[config.mk]
export PLATFORM = sky130hd
export DESIGN_NAME = hop_lane_cmp
export DESIGN_NICKNAME = d
export VERILOG_FILES = /design/src/rtl/hop_bench_pkg.sv /design/src/rtl/hop_lane_cmp.sv
export SDC_FILE = /design/constraint.sdc
export NUM_CORES = 1
export LEC_CHECK = 0
export ABC_AREA = 1
export CAP_MARGIN = 25
export CORE_UTILIZATION = 40
export DETAILED_ROUTE_END_ITERATION = 10
export GPL_TIMING_DRIVEN = 1
export PLACE_DENSITY_LB_ADDON = 0.25
export SETUP_SLACK_MARGIN = 0.1
export SYNTH_ARGS = -nofsm -noshare
export SYNTH_HDL_FRONTEND = slang
export SYNTH_SLANG_ARGS = --single-unit
[constraint.sdc]
create_clock -name clock0 -period 4.1 [get_ports clock0]
set_input_delay 1.025 -clock clock0 [delete_from_list [all_inputs] [get_ports clock0]]
set_output_delay 1.025 -clock clock0 [all_outputs]
set_load 0.02 [all_outputs]
[src/rtl/hop_bench_pkg.sv]
// Shared types and defaults for the hop-chain benchmark checker.
//   chk_state_e    : checker FSM states
//   *_DEF          : default lane count, hop latency and counter width
//   sel_width()    : width of a lane select for a given lane count
package hop_bench_pkg;

    typedef enum logic [1:0] {
        IDLE  = 2'd0,
        WARM  = 2'd1,
        CHECK = 2'd2,
        FAIL  = 2'd3
    } chk_state_e;

    localparam int unsigned NUM_LANES_DEF = 4;
    localparam int unsigned EXP_LAT_DEF   = 3;
    localparam int unsigned CNT_W_DEF     = 16;

    // A single lane still needs a 1-bit select port.
    function automatic int unsigned sel_width(input int unsigned n);
        return (n > 1) ? $clog2(n) : 1;
    endfunction

endpackage

[src/rtl/hop_lane_cmp.sv]
// Per-lane checker slice.
//   clock0, rst_n : clock, async active-low reset
//   clr           : arm/clear pulse; zeroes warm count, sticky flag, edge count
//   cmp_en        : checker FSM is in CHECK
//   cnt_en        : checker is busy; edge counting allowed
//   start         : chain stimulus bit
//   lane_out      : chain output bit
//   lane_en       : lane compare enable
//   mis           : combinational mismatch this cycle
//   err_flag      : sticky registered mismatch flag
//   edge_cnt      : saturating count of lane_out rising edges
module hop_lane_cmp
    import hop_bench_pkg::*;
#(
    parameter int unsigned EXP_LAT = EXP_LAT_DEF,
    parameter int unsigned CNT_W   = CNT_W_DEF
) (
    input  logic             clock0,
    input  logic             rst_n,
    input  logic             clr,
    input  logic             cmp_en,
    input  logic             cnt_en,
    input  logic             start,
    input  logic             lane_out,
    input  logic             lane_en,
    output logic             mis,
    output logic             err_flag,
    output logic [CNT_W-1:0] edge_cnt
);

    localparam int unsigned WARM_W = $clog2(EXP_LAT + 1);
    localparam logic [WARM_W-1:0] WARM_FULL = WARM_W'(EXP_LAT);

    logic [EXP_LAT-1:0] hist_q, hist_d;
    logic [EXP_LAT:0]   hist_ext;
    logic [WARM_W-1:0]  warm_q, warm_d;
    logic               en_prev_q;
    logic               out_prev_q;
    logic               err_q, err_d;
    logic [CNT_W-1:0]   edge_q, edge_d;

    always_ff @(posedge clock0 or negedge rst_n) begin
        if (!rst_n) begin
            hist_q     <= '0;
            warm_q     <= '0;
            en_prev_q  <= 1'b0;
            out_prev_q <= 1'b0;
            err_q      <= 1'b0;
            edge_q     <= '0;
        end else begin
            hist_q     <= hist_d;
            warm_q     <= warm_d;
            en_prev_q  <= lane_en;
            out_prev_q <= lane_out;
            err_q      <= err_d;
            edge_q     <= edge_d;
        end
    end

    always_comb begin
        // Shift via a widened vector so EXP_LAT == 1 needs no special case.
        hist_ext = {hist_q, start};
        hist_d   = hist_ext[EXP_LAT-1:0];

        // Disabled, or enabled only this cycle: restart the warm-up.
        if (clr || !lane_en || !en_prev_q) begin
            warm_d = '0;
        end else if (warm_q != WARM_FULL) begin
            warm_d = warm_q + 1'b1;
        end else begin
            warm_d = warm_q;
        end

        mis = cmp_en && lane_en && (warm_q == WARM_FULL) &&
              (lane_out != hist_q[EXP_LAT-1]);

        err_d = clr ? 1'b0 : (err_q | mis);

        if (clr) begin
            edge_d = '0;
        end else if (cnt_en && lane_out && !out_prev_q && (edge_q != '1)) begin
            edge_d = edge_q + 1'b1;
        end else begin
            edge_d = edge_q;
        end
    end

    assign err_flag = err_q;
    assign edge_cnt = edge_q;

endmodule

==> load_flow_metrics.sql, run 1 <==
INSERT INTO impl_metrics (metric_group, metric, value, unit) VALUES
('setup_path', 'regToRegSetupSlack', '2180', 'ps'),
('power', 'clockPowerShare', '27.8', '%'),
('setup_path', 'timing.critical_path.max_delay_family', 'buffers and inverters', ''),
('clock_network', 'clock_tree.buffer_depth', '2', ''),
('setup_path', 'worst_setup_path_start_kind', 'primary input', ''),
('clock_network', 'cts_num_sinks', '24', ''),
('power', 'sw_frac_of_total', '24.2', '%'),
('route', 'drt_pass_1_iters', '4', ''),
('floorplan', 'die_height', '59.8', 'µm'),
('cells_and_area', 'fill_cells', '326', ''),
('timing', 'worst_pin_slew', '727', 'ps'),
('synth', 'leading_cell_types_by_total_area_after_synthesis', 'dfrtp_1 (45%), nand2_1 (15%), nor2_1 (6.7%), nand4_1 (4.7%), nand3_1 (4.1%)', ''),
('floorplan', 'floorplan.rows', '20', ''),
('setup_path', 'most_common_cell_type_on_the_critical_path', 'clkdlybuf4s50_1', ''),
('synth', 'synth_cells', '169', ''),
('global_routing', 'initial_antenna_violation_count', '0', ''),
('setup_path', 'critPathRequiredTime', '3070', 'ps'),
('setup_path', 'cpPeakStageDelay', '610', 'ps'),
('cells_and_area', 'layout_cells_sized_above_1', '7.69', '%'),
('clock_network', 'clk_latency', '320', 'ps'),
('hold_path', 'hp-start', 'hist_q[1]', ''),
('setup_path', 'worst-endpoint-arrival', '2480', 'ps'),
('floorplan', 'fp.dieArea', '3570', 'µm²'),
('timing', 'slew-limit-headroom', '51.3', '%'),
('cells_and_area', 'synthToLayoutAreaGrowth', '23.5', '%'),
('clock_network', 'h-tree-depth', '1', ''),
('cells_and_area', 'antenna-diode-count', '0', ''),
('timing', 'finalHoldViolations', '0', ''),
('route', 'drt-wirelength-per-cell', '12.0', 'µm'),
('placed_design', 'place.detailed.hpwl', '2140', 'µm'),
('hold_path', 'holdPathEnd', 'hist_q[2]', ''),
('clock_network', 'cts.hold.buffers_added', '0', ''),
('power', 'comb_power_share', '8.2', '%'),
('synth', 'ys_ff_latch', '24', ''),
('synth', 'ys_seq_area_share', '45.0', '%'),
('route', 'drt-vias-per-instance', '4.89', ''),
('synth', 'synth.yosys.warnings', '0', ''),
('cells_and_area', 'combined_area_of_the_multi_input_logic_cells', '644', 'µm²'),
('floorplan', 'start_util', '43.0', '%'),
('power', 'total_leakage_power', '0.770', 'nW'),
('clock_network', 'clock_slew_at_reported_path_ffs', '120', 'ps'),
('clock_network', 'tritoncts', 'built', ''),
('global_routing', 'grt_max_degree', '15', ''),
('setup_path', 'setup.worst_path.class', 'in -> out', ''),
('run', 'cap_violations', '0', ''),
('route', 'first_iter_violations', '62', ''),
('outcome', 'result_of_the_run', 'finished, final reports clean', ''),
('setup_path', 'cp.buffers_inverters', '3', ''),
('placed_design', 'dpl_cell_area', '1630', 'µm²'),
('synth', 'synth.avg_cell_area', '7.90', 'µm²'),
('route', 'finalWirelength', '2870', 'µm'),
('setup_path', 'cp-end-kind', 'primary output', ''),
('timing', 'post-route-worst-setup-slack', '593', 'ps'),
('global_routing', 'gr_ovfl_total', '0', ''),
('setup_path', 'worst_r2r_dst', 'edge_cnt[0]', ''),
('synth', 'number_of_synthesized_flops_with_an_enable_pin', '0', ''),
('placed_design', 'detailedPlace.worstSlack', '586', 'ps'),
('power', 'p_int', '0.287', 'mW'),
('timing', 'period_share', '85.5', '%'),
('cells_and_area', 'area.sequential', '601', 'µm²'),
('synth', 'synth_top_area_cell', 'dfrtp_1', ''),
('placed_design', 'post-place-cells', '236', ''),
('synth', 'syn-cell-area', '1340', 'µm²'),
('setup_path', 'critPathSlowestCell', 'clkdlybuf4s50_1', ''),
('cells_and_area', 'final_area', '1650', 'µm²'),
('timing', 'worst_clock_skew', '11.0', 'ps'),
('power', 'power.density_cell_area', '229', 'nW/µm²'),
('hold_path', 'holdPathStages', '0', ''),
('placed_design', 'numPortBuffers', '25', ''),
('power', 'worst_ir_drop_vdd', '0.192', 'mV'),
('route', 'vias_after_detailed_routing', '1168', '');
[logic make-up (layout without fill, tap and decap cells)]
| group | count (synthesis) | count (layout) | synth area share (%) |
|---|---|---|---|
| simple gates | 111 | 111 | 37.9 |
| flops | 24 | 24 | 45.0 |
| buf+inv | 18 | 44 | 6.75 |
| compound gates | 7 | 7 | 3.84 |
| xor+xnor | 6 | 6 | 3.94 |
| fa+ha+maj | 2 | 2 | 1.87 |
| mux | 1 | 1 | 0.750 |
[layer usage]
metal  global-route usage, %  share of wire [%]  wire length (µm)  vias up
met5                       0                  0                 0        -
met4                    6.64                1.5                42        0
met3                    3.90                6.2               178        4
met2                    29.4                 44              1280       37
met1                    25.8                 48              1370      534
li1                        -                  -                 -      593
[sequential cells by signal (all words and copies together), names as in the netlist]
| name | count |
|---|---|
| edge_cnt | 16 |
| hist_q | 3 |
| warm_q | 2 |
| en_prev_q | 1 |
| err_flag | 1 |
| out_prev_q | 1 |
[cells in the final DEF (no fill, tap or decap)]
master,instances
buf_8,1
nor2_4,1
inv_2,1
clkdlybuf4s50_1,25
nor3_1,1
a21oi_1,1
o21ai_4,1
o21ai_0,3
and2_1,1
xnor2_1,1
nand4_1,10
dfrtp_1,24
clkbuf_4,3
inv_6,1
inv_1,13
nand2_1,54
o21bai_1,2
ha_1,2
or2_2,3
nand2_4,2
nand3_1,11
mux2i_1,1
xor2_1,5
nand3b_1,2
nor2_1,24
nand2_2,1
nand3_2,1
[power by group through the flow]
stage          Clock (mW)  Sequential [mW]  Combinational (mW)
4_1_cts             0.111            0.242              0.0317
6_report            0.105            0.242              0.0310
5_1_grt             0.118            0.243              0.0347
3_5_place_dp            0            0.247              0.0316
2_1_floorplan           0            0.247              0.0147
3_3_place_gp            0            0.247              0.0291
[worst max path at each step]
stage / start / slack, ps / to / cells after the start
after detailed placement: lane_out / 590 / mis / 5
after floorplan: lane_out / 1680 / mis / 3
after global placement: lane_out / 630 / mis / 5
final: lane_out / 590 / mis / 5
after global routing: lane_out / 530 / mis / 5
after CTS: lane_out / 580 / mis / 5
[layout make-up]
type	count	area share (%)
clock buffer	3	1.37
inverter	15	3.72
multi-input combinational	127	39.1
sequential	24	36.4
tap	44	3.34
timing repair buffer	26	16.1
[stage by stage]
stage	hold slack, ps	utilization (%)
after global routing	379	53.1
after CTS	370	53.1
after global placement	335	51.9
after floorplan	331	-
after detailed placement	340	52.4
final	367	53.1
(Power assumes the default switching activity.)
==> run 2: changes to the inputs <==
Settings changed: SLEW_MARGIN set to 10.
==> results of run 2 <==
Final layout, timing and power as in run 1 (identical DEF).
==> run 3: changes to the inputs <==
Settings changed: ABC_AREA 1 to not set.
==> run 3 against run 2 <==
Effect of this change:
- the run now ends with DRC left
- combinational power fell by 16%
- setup slack improved by 24 ps
- worst hold slack hardly changed
- sequential power barely moved
- via count shrank 10%
- non-clock buffer count rose by 1
- critical path type unchanged
- clock power up 18%
==> load_flow_metrics.sql, run 3 <==
INSERT INTO impl_metrics (metric_group, metric, value, unit) VALUES
('clock_network', 'clk_latency', '310', 'ps'),
('cells_and_area', 'antenna-diode-count', '0', ''),
('cells_and_area', 'synthToLayoutAreaGrowth', '26.8', '%'),
('timing', 'slew-limit-headroom', '48.9', '%'),
('setup_path', 'setup.worst_path.class', 'in -> out', ''),
('placed_design', 'place_congestion', '0.805', ''),
('synth', 'syn-cell-area', '1220', 'µm²'),
('floorplan', 'ioPinCount', '26', ''),
('cells_and_area', 'final_common_cell', 'clkdlybuf4s50_1', ''),
('cells_and_area', 'area.sequential', '601', 'µm²'),
('floorplan', 'die_width', '57.2', 'µm'),
('timing', 'fin_crit', '3480', 'ps'),
('route', 'drt-wirelength-per-cell', '14.6', 'µm'),
('setup_path', 'cp.buffers_inverters', '2', ''),
('setup_path', 'critical_path_cell_by_cell', 'clkdlybuf4s50_1, xnor2_1, nor2_1, clkdlybuf4s50_1', ''),
('cells_and_area', 'layout_cells_sized_above_1', '7.59', '%'),
('route', 'drt-vias-per-instance', '5.95', ''),
('placed_design', 'place.detailed.hpwl', '1820', 'µm'),
('route', 'final_antenna_net_count', '0', ''),
('outcome', 'result_of_the_run', 'complete, but fails checks', ''),
('clock_network', 'cts_buffers', '3', ''),
('synth', 'synth.lib_cells_used.distinct', '34', ''),
('global_routing', 'grt_max_degree', '22', ''),
('power', 'worst_ir_drop_vdd', '0.195', 'mV'),
('synth', 'ys_ff_latch', '24', ''),
('placed_design', 'dpl_cell_area', '1500', 'µm²'),
('route', 'detail_route.drc_violations', '2', ''),
('floorplan', 'core_region_area', '2830', 'µm²'),
('clock_network', 'clock_tree.buffer_depth', '2', ''),
('synth', 'yosys_most_used_dff', 'dfrtp_1', ''),
('timing', 'maxClockFrequency', '287', 'MHz'),
('setup_path', 'most_common_cell_type_on_the_critical_path', 'clkdlybuf4s50_1', ''),
('timing', 'post-route-worst-setup-slack', '617', 'ps'),
('timing', 'worst_clock_skew', '2.03', 'ps'),
('run', 'cap_violations', '0', ''),
('setup_path', 'cpPeakStageDelay', '620', 'ps'),
('power', 'power.density_cell_area', '254', 'nW/µm²'),
('cells_and_area', 'combined_area_of_the_multi_input_logic_cells', '584', 'µm²'),
('route', 'vias_after_detailed_routing', '1048', ''),
('timing', 'finalHoldViolations', '0', ''),
('timing', 'sum_of_negative_setup_slack', '0', 'ps'),
('setup_path', 'timing.critical_path.max_delay_family', 'buffers and inverters', ''),
('clock_network', 'cts_resized', '0', ''),
('placed_design', 'numPortBuffers', '25', ''),
('synth', 'synth.avg_cell_area', '10.2', 'µm²'),
('setup_path', 'cp-end-kind', 'primary output', ''),
('route', 'finalWirelength', '2580', 'µm'),
('synth', 'most_frequent_cell_after_synthesis', 'dfrtp_1', ''),
('synth', 'synth.yosys.warnings', '0', ''),
('synth', 'synth_cells', '119', ''),
('route', 'drt_pass_1_iters', '10', ''),
('setup_path', 'worst-endpoint-arrival', '2460', 'ps'),
('timing', 'worst_pin_slew', '765', 'ps'),
('synth', 'number_of_synthesized_flops_with_an_enable_pin', '0', ''),
('global_routing', 'grt.total_usage', '16.8', '%'),
('cells_and_area', 'final_area', '1540', 'µm²'),
('synth', 'yosysTopAreaCellShare', '49.3', '%'),
('synth', 'synthTopCellsByCount', 'dfrtp_1 (24), a21oi_1 (13), nor2_1 (9)', ''),
('setup_path', 'critPathRequiredTime', '3070', 'ps'),
('cells_and_area', 'largest_register_ffs', '16', ''),
('floorplan', 'fp.dieArea', '3270', 'µm²'),
('clock_network', 'h-tree-depth', '1', ''),
('synth', 'ys_seq_area_share', '49.3', '%'),
('setup_path', 'regToRegSetupSlack', '1990', 'ps'),
('route', 'first_iter_violations', '37', ''),
('cells_and_area', 'postLayoutCoreUtil', '54.6', '%'),
('floorplan', 'die_height', '57.2', 'µm'),
('timing', 'timing.final.setup_violations', '0', ''),
('global_routing', 'first_pass_grt_wire_length', '4240', 'µm'),
('synth', 'ys_async_sr_fraction', '100', '%'),
('timing', 'period_share', '85.0', '%'),
('clock_network', 'clock_slew_at_reported_path_ffs', '130', 'ps'),
('timing', 'grt_setup_unrepaired', 'no', ''),
('global_routing', 'initial_antenna_violation_count', '0', ''),
('global_routing', 'via_count_of_the_first_global_routing_pass', '970', ''),
('synth', 'postSynthNetCount', '129', ''),
('synth', 'synth_top_area_cell', 'dfrtp_1', ''),
('cells_and_area', 'fill_cells', '257', ''),
('floorplan', 'floorplan.rows', '19', ''),
('clock_network', 'root_buffer', 'clkbuf_4', ''),
('clock_network', 'tritoncts', 'built', ''),
('clock_network', 'cts.hold.buffers_added', '0', ''),
('power', 'total_leakage_power', '0.596', 'nW'),
('cells_and_area', 'post_layout_nets', '156', ''),
('clock_network', 'cts.repair_timing.setup_buffer_count', '0', ''),
('clock_network', 'cts_num_sinks', '24', ''),
('placed_design', 'detailedPlace.worstSlack', '604', 'ps'),
('timing', 'slew_violations', '0', ''),
('setup_path', 'critPathSlowestCell', 'clkdlybuf4s50_1', ''),
('cells_and_area', 'layout.cells.most_common_list', 'clkdlybuf4s50_1 (25), dfrtp_1 (24), a21oi_1 (13)', ''),
('setup_path', 'worst_setup_path_start_kind', 'primary input', ''),
('global_routing', 'gr_ovfl_total', '0', ''),
('setup_path', 'critical_path.max_fanout', '3', ''),
('outcome', 'violations', 'DRC', ''),
('floorplan', 'start_util', '43.0', '%'),
('synth', 'leading_cell_types_by_total_area_after_synthesis', 'dfrtp_1 (49%), a21oi_1 (5.3%), or4_1 (4.9%), o31ai_1 (4.3%), nand3_1 (2.9%)', ''),
('hold_path', 'hp-class', 'reg -> reg', '');
==> run 3: path summary, 6_finish.rpt <==
check	cells after the start	startpoint	endpoint
max	4	lane_out	mis
min	0	hist_q[0]	hist_q[1]
max reg2reg	5	edge_cnt[0]	edge_cnt[10]
min reg2reg	0	hist_q[0]	hist_q[1]
max in group asynchronous	2	rst_n	edge_cnt[6]
min in group asynchronous	1	rst_n	edge_cnt[3]
==> run 3: kinds of logic (layout without fill, tap and decap cells) <==
logic type	Yosys count	after routing	share of synthesized area (%)
AND/OR/NAND/NOR	52	52	27.6
AO/OA/AOI/OAI	27	27	13.3
flip-flops	24	24	49.3
buffers and inverters	8	34	2.67
multiplexers	4	4	3.60
adder cells (fa/ha/maj)	2	2	2.06
XOR/XNOR	2	2	1.44
==> run 3: worst reg2reg max path, stage by stage, from the launching register on <==
cell	delay [ps]
dfrtp_1	440
ha_1	240
nand4_2	210
or3_1	490
or4_1	490
a21oi_1	150
==> run 3: per-layer routing <==
layer,share of wire (%),vias to the layer above,global-route usage (%)
li1,-,505,-
met4,1.7,0,9.41
met3,3.7,4,2.27
met5,0,-,0
met2,47,29,27.4
met1,48,510,21.5
==> run 3: cell type report <==
type | instances | share of cell area [%]
flip-flops and latches | 24 | 38.9
multi-input cells | 87 | 37.8
repair buffers | 27 | 17.7
well taps | 31 | 2.51
clock buffers | 4 | 2.35
inverters | 3 | 0.729
==> run 3: metrics by stage <==
stage	cells	hold WS [ps]	power, mW
floorplan	119	331	0.256
detailed placement	171	340	0.273
CTS	175	369	0.396
global placement	170	333	0.271
finish	176	367	0.392
global route	176	383	0.407
==> run 3: power by group <==
group          total [mW]  switching, mW  internal, mW
Sequential          0.242        0.00188         0.240
Combinational      0.0260         0.0141        0.0119
Clock               0.124         0.0694        0.0542
